File: src/rtl/ordered_xchg_bank.sv
// N-channel register bank with deterministic rotate / pair-swap exchange and a start/busy/done handshake.
// Optional macro XCHG_SNAPSHOT_EN adds a snap output that holds the last accepted load_data.
module ordered_xchg_bank #(
    parameter int W     = 1,
    parameter int N     = 4,
    parameter int STEPS = 1
) (
    input  logic             clk,
    input  logic             rst,
    input  logic             start,
    input  logic             mode,
    input  logic [N*W-1:0]   load_data,
    output logic             busy,
    output logic             done,
    output logic [N*W-1:0]   q
`ifdef XCHG_SNAPSHOT_EN
    ,
    output logic [N*W-1:0]   snap
`endif
);

    localparam int CW = $clog2(STEPS + 1);

    typedef enum logic [1:0] {
        S_IDLE = 2'd0,
        S_XCHG = 2'd1,
        S_DONE = 2'd2
    } state_t;

    state_t           r_state;
    state_t           w_next_state;
    logic [CW-1:0]    r_cnt;
    logic             r_mode;
    logic [N*W-1:0]   r_q;
    logic             r_busy;
    logic             r_done;
    logic [N*W-1:0]   w_rot;
    logic [N*W-1:0]   w_swap;
    logic             w_cnt_last;

    // Both exchange results are pure functions of the pre-edge register image.
    for (genvar i = 0; i < N; i++) begin : g_xchg
        assign w_rot[i*W +: W] = r_q[((i + 1) % N)*W +: W];

        if ((i % 2) == 0 && (i + 1) < N) begin : g_even
            assign w_swap[i*W +: W] = r_q[(i + 1)*W +: W];
        end else if ((i % 2) == 1) begin : g_odd
            assign w_swap[i*W +: W] = r_q[(i - 1)*W +: W];
        end else begin : g_hold
            assign w_swap[i*W +: W] = r_q[i*W +: W];
        end
    end

    assign w_cnt_last = (r_cnt == CW'(STEPS - 1));

    // NOTE: next_state gets its default before the case so no path leaves it unassigned (no latch).
    always_comb begin
        w_next_state = r_state;
        case (r_state)
            S_IDLE:  if (start) w_next_state = S_XCHG;
            S_XCHG:  if (w_cnt_last) w_next_state = S_DONE;
            S_DONE:  w_next_state = S_IDLE;
            default: w_next_state = S_IDLE;
        endcase
    end

    always_ff @(posedge clk or posedge rst) begin
        if (rst) begin
            r_state <= S_IDLE;
            r_busy  <= 1'b0;
            r_done  <= 1'b0;
        end else begin
            r_state <= w_next_state;
            r_busy  <= (w_next_state == S_XCHG);
            r_done  <= (w_next_state == S_DONE);
        end
    end

    // NOTE: every channel uses <=, so all channels read pre-edge values and update together.
    always_ff @(posedge clk or posedge rst) begin
        if (rst) begin
            r_q    <= '0;
            r_mode <= 1'b0;
            r_cnt  <= '0;
        end else begin
            case (r_state)
                S_IDLE: begin
                    if (start) begin
                        r_q    <= load_data;
                        r_mode <= mode;
                        r_cnt  <= '0;
                    end
                end
                S_XCHG: begin
                    r_q   <= r_mode ? w_swap : w_rot;
                    r_cnt <= r_cnt + CW'(1);
                end
                default: ;
            endcase
        end
    end

`ifdef XCHG_SNAPSHOT_EN
    logic [N*W-1:0] r_snap;

    always_ff @(posedge clk or posedge rst) begin
        if (rst) begin
            r_snap <= '0;
        end else if (r_state == S_IDLE && start) begin
            r_snap <= load_data;
        end
    end

    assign snap = r_snap;
`endif

    assign q    = r_q;
    assign busy = r_busy;
    assign done = r_done;

endmodule

File: config.mk
export PLATFORM = sky130hd
export DESIGN_NAME = ordered_xchg_bank
export DESIGN_NICKNAME = d
export VERILOG_FILES = /design/src/rtl/ordered_xchg_bank.sv
export SDC_FILE = /design/constraint.sdc
export NUM_CORES = 1
export LEC_CHECK = 0
export ABC_AREA = 0
export CORE_AREA = 2 2 39 41
export CTS_CLUSTER_SIZE = 24
export DETAILED_ROUTE_END_ITERATION = 10
export DIE_AREA = 0 0 41 43
export GPL_TIMING_DRIVEN = 0
export SLEW_MARGIN = 20
export SYNTH_ARGS = -nofsm -noshare
export SYNTH_HDL_FRONTEND = slang
export SYNTH_SLANG_ARGS = --single-unit
File: constraint.sdc
create_clock -name clk -period 1.5 [get_ports clk]
set_input_delay 0.45 -clock clk [delete_from_list [all_inputs] [get_ports clk]]
set_output_delay 0.45 -clock clk [all_outputs]
set_load 0.005 [all_outputs]
# ---- Word-level counts from Yosys, hierarchy flattened
# Cells that the tools add are included.
dict set report totals {
  ff_bits 10
  in_bits 8
  out_inout_bits 6
  word_cells 23
}
dict set report op_classes {
  n_addsub 1
  eq_ne 4
  muxes 8
  reduce_logical 4
}
# op n
set op_table {}
lappend op_table {{4-bit two-way mux} 2}
lappend op_table {{4-bit one-hot mux with 2 select lines} 1}
lappend op_table {{2-bit by 1-bit == test with 1-bit output, second input constant} 2}
lappend op_table {{2-bit two-way mux} 2}
lappend op_table {{2-bit one-hot mux with 2 select lines} 1}
lappend op_table {{2-bit AND reduction} 2}
lappend op_table {{2-bit == test, second input constant} 1}
lappend op_table {{2-bit logical NOT} 1}
lappend op_table {{2-bit != test, second input constant} 1}
lappend op_table {{1-bit one-hot mux with 2 select lines} 1}
lappend op_table {{2-bit nonzero test} 1}
lappend op_table {{1-bit adder, second input constant} 1}
lappend op_table {{1-bit two-way mux} 1}

# ---- Longest topological paths before layout
# Gate-level depths: netlist (run 1).
dict set report depth {
  word_depth 3
  ltp_mapped 4
  depth_no_buf 3
}

# ---- Worst setup path after synthesis (run 1)
# Ideal clock, no wire load.
dict set report synth_timing {
  path_type {register to register}
  start {register r_state[0]}
  end {register r_mode}
  setup_ns 0.125
  t_arrival_ns 0.971
  t_required_ns 1.375
  slack_ns 0.404
  stages_incl_launch_ff 4
  path_buffers 0
  synth_period_minus_slack_ns 1.096
  cell_sequence {dfrtp_1 nand2b_2 nor2_2 mux2_4}
}
dict set report synth_via {
  elab_chain_cells 2
}
# element line
set synth_lines {}
lappend synth_lines {{start, declared} 30} ;# state_t r_state;
lappend synth_lines {{start signal, assigned} 73} ;# r_state <= w_next_state;
lappend synth_lines {{2-bit logical NOT} 86} ;# case (r_state)
lappend synth_lines {{2-bit AND reduction (no source line)} -}
lappend synth_lines {{end signal, assigned} 90} ;# r_mode <= mode;
lappend synth_lines {{end, declared} 33} ;# logic r_mode;
# Every way passes these cells.
# A chain may end at the register's enable or synchronous reset.

# ---- Final worst setup path (run 1)
dict set report layout_timing {
  start {input start}
  end {register r_mode}
}
dict set report layout_via {
  elab_chain_cells 1
}
# element line
set layout_lines {}
lappend layout_lines {{start, declared} 10} ;# input logic start,
lappend layout_lines {{2-bit AND reduction (no source line)} -}
# Every way passes these cells.

==> summary.md, run 1 <==
| Metric | Value |
|---|---|
| Worst Skew | 0.00270 ns |
| Min cycle time layout | 1.40 ns |
| Slowest-stage cell, CP | clkdlybuf4s50_1 |
| Die span in y | 43 µm |
| Largest area contributor in the netlist | dfrtp_1 |
| Placed inst area | 619 µm² |
| Final Hold Fails | 0 |
| CP Cell Sequence | clkdlybuf4s50_1 > nand2b_2 > nor2_2 > mux2_4 |
| Die area | 1760 µm² |
| Element type at the critical path start | input pin |
| Synthesized flop and latch total | 10 |
| Drt drc | 0 |
| Worst skew pair latency | 0.25 ns |
| First-pass GRT wire length | 1510 µm |
| GP Congestion | 0.754 |
| Top-count cell post-synth | dfrtp_1 |
| Crit Path Max Fanout | 7 |
| Hold buffers post-CTS | 0 |
| GRT Util Overall | 13.4% |
| Max VDD drop | 0.711 mV |
| Io pins | 14 |
| Drt pass-1 iters | 2 |
| Syn_area_per_cell | 11.4 µm² |
| CP arrival | 1.54 ns |
| Routed wire length | 866 µm |
| Total Power | 0.00130 W |
| Port bufs | 13 |
| Worst-Margin Slew | 0.405 ns |
| Cell Rows | 14 |
| Register area | 250 µm² |
| # nets final | 71 |
| Routed length per placed instance | 11.2 µm |
| Slew Viols, Final | 0 |
| FFs w/ async S/R, synth | 100% |
| Antenna cells | 0 |
| Prevailing post-synth register cell | dfrtp_1 |
| Setup Viol. Count Final | 0 |
| Post-synth EDFFs | 0 |
| Antenna violations before repair | 0 |
| Synthesis Warnings | 0 |
| Post-route ant nets | 0 |
| Die W | 41 µm |
| Core Util, Final | 48.0% |
| Sequential element share of the synthesized area | 53.3% |
| Root Driver | clkbuf_4 |
| Worst Path Required | 1.64 ns |
| P&R area growth vs syn | 41.6% |
| Total congestion overflow | 0 |
| Clock Tree Buf Depth | 2 |
| Worst hold slack | 0.478 ns |
| CP endpoint kind | register |
| Core area | 1380 µm² |
| Iter 0 DRT Violations | 5 |
| Max transition margin | 72.9% |
| Number of global-route vias before repair | 350 |
| CP delay by family, top | buffers and inverters |
| Worst Path Buf+Inv | 1 |
| Fillers | 144 |
| Fin area | 664 µm² |
| P_leak | 0.318 nW |
| RSZ-0062 raised after global routing | no |
| Outcome | completed |
| # clock sinks | 10 |
| Synthesized net count | 49 |
| Max-Cap Viols | 0 |
| Final Cycle Share | 93.3% |
| Fmax | 715 MHz |
| Top post-synthesis cells by count | dfrtp_1 (10), a21oi_1 (6), nand2_1 (3) |
| Starting Density | 33.9% |
| Post-synth cell types | 18 |
| Via-per-instance ratio | 4.71 |
| Layout cell share with drive strength beyond 1 | 23.0% |
| Post-Syn Area | 469 µm² |
| Largest net degree at the start of global routing | 11 |
| Register clock-pin slew on the reported worst setup and hold paths | 0.06 ns |
| CTS tree | done |
| CP peak stage delay | 0.58 ns |
| CTS buffer count | 3 |
| Htree depth | 1 |
| PwrDens | 1950 nW/µm² |
| Vias | 363 |
| Cells after Synth | 41 |
| Critical path class | in2reg |
| HP Class | in2async |
| Synth top area cells | dfrtp_1 (53%), a21oi_1 (6.4%), nor3b_2 (5.3%) |
| Area of the multi-input gates | 199 µm² |
| Yosys top cell area share | 53.3% |
worst paths after layout:
check / from / end / slack (ns) / cells after the start
setup / recovery: start / r_mode / 0.10 / 4
min in group clk: r_cnt / r_state[1] / 0.52 / 1
max in group asynchronous: rst / r_state[0] / 0.74 / 2
setup reg to reg: r_state[0] / r_mode / 0.35 / 3
hold reg to reg: r_cnt / r_state[1] / 0.52 / 1
hold / removal: rst / r_mode / 0.48 / 2
worst reg2reg max path: cells and delay by family (launching register included):
kind,cells,cell delay [ns]
DFF,1,0.42
and+or+nand+nor,2,0.32
muxes,1,0.30
repair_timing:
action | CTS | global route
setup endpoints to repair | 6 | 0
buffers inserted | 4 | 0
gates resized for setup | 6 | 0
metrics by stage:
| step | setup slack, ns | TNS, ns | std cells |
|---|---|---|---|
| 3_5_place_dp | -0.172 | -0.385 | 70 |
| 2_1_floorplan | 0.404 | 0 | 41 |
| 4_1_cts | 0.108 | 0 | 77 |
| 5_1_grt | 0.0323 | 0 | 77 |
| 3_3_place_gp | -0.188 | -0.408 | 70 |
| 6_report | 0.101 | 0 | 77 |
flip-flops by register name (all words and copies together), names as in the netlist:
signal and flops:
busy 1, done 1, q 4, r_cnt 1, r_mode 1, r_state 2
final cells by class:
cell class	instances	share of cell area (%)
Sequential cell	10	37.7
Multi-Input combinational cell	28	29.9
Timing Repair Buffer	17	23.0
Clock buffer	3	3.39
Tap cell	16	3.01
Buffer	2	2.45
Inverter	1	0.565
power breakdown:
group          internal (W)  total (W)  switching (W)
combinational      0.000373   0.000640       0.000267
clock             0.0000921   0.000173      0.0000810
sequential         0.000403   0.000485      0.0000818
total              0.000868    0.00130       0.000430
metal layers:
layer / part of all wire [%] / routed length, µm / up-vias / global-route usage [%]
met5: 0 / 0 / - / 0
met4: 2.9 / 25 / 0 / 12.0
met3: 4.3 / 37 / 2 / 1.57
met2: 48 / 413 / 11 / 18.4
met1: 45 / 389 / 164 / 17.3
li1: - / - / 186 / -
placed cells by master (no fill, tap or decap):
cell             Yosys  routed
buf_4                0       4
nor2_2               1       1
a21o_1               1       1
and3b_1              2       2
nand2b_2             1       1
a21oi_1              6       6
mux2i_1              2       2
nor3b_1              2       2
buf_2                1       1
nor2_1               2       2
dfrtp_1             10      10
dlygate4sd2_1        0       6
clkdlybuf4s50_1      0       7
o21ai_1              2       2
clkbuf_4             0       3
nor3b_2              2       2
buf_6                1       1
o21bai_1             1       1
mux2_4               1       1
inv_1                1       1
nand2_1              3       3
o22a_1               2       2
kinds of logic after synthesis:
logic type             Yosys count  synth area share (%)
and+or+nand+nor                 13                  19.5
AOI/OAI and AO/OA               12                  15.5
DFF                             10                  53.3
muxes                            3                  7.47
buffers and inverters            3                  4.26
(Power assumes the default switching activity.)
==> run 2: changes to the inputs <==
--- a/config.mk
+++ b/config.mk
@@ -6,6 +6,7 @@
 export NUM_CORES = 1
 export LEC_CHECK = 0
 export ABC_AREA = 0
+export ABC_CLOCK_PERIOD_IN_PS = 1500
 export CORE_AREA = 2 2 39 41
 export CTS_CLUSTER_SIZE = 24
 export DETAILED_ROUTE_END_ITERATION = 10
==> results of run 2 <==
The final DEF is identical to that of run 1; final timing and power are the same.
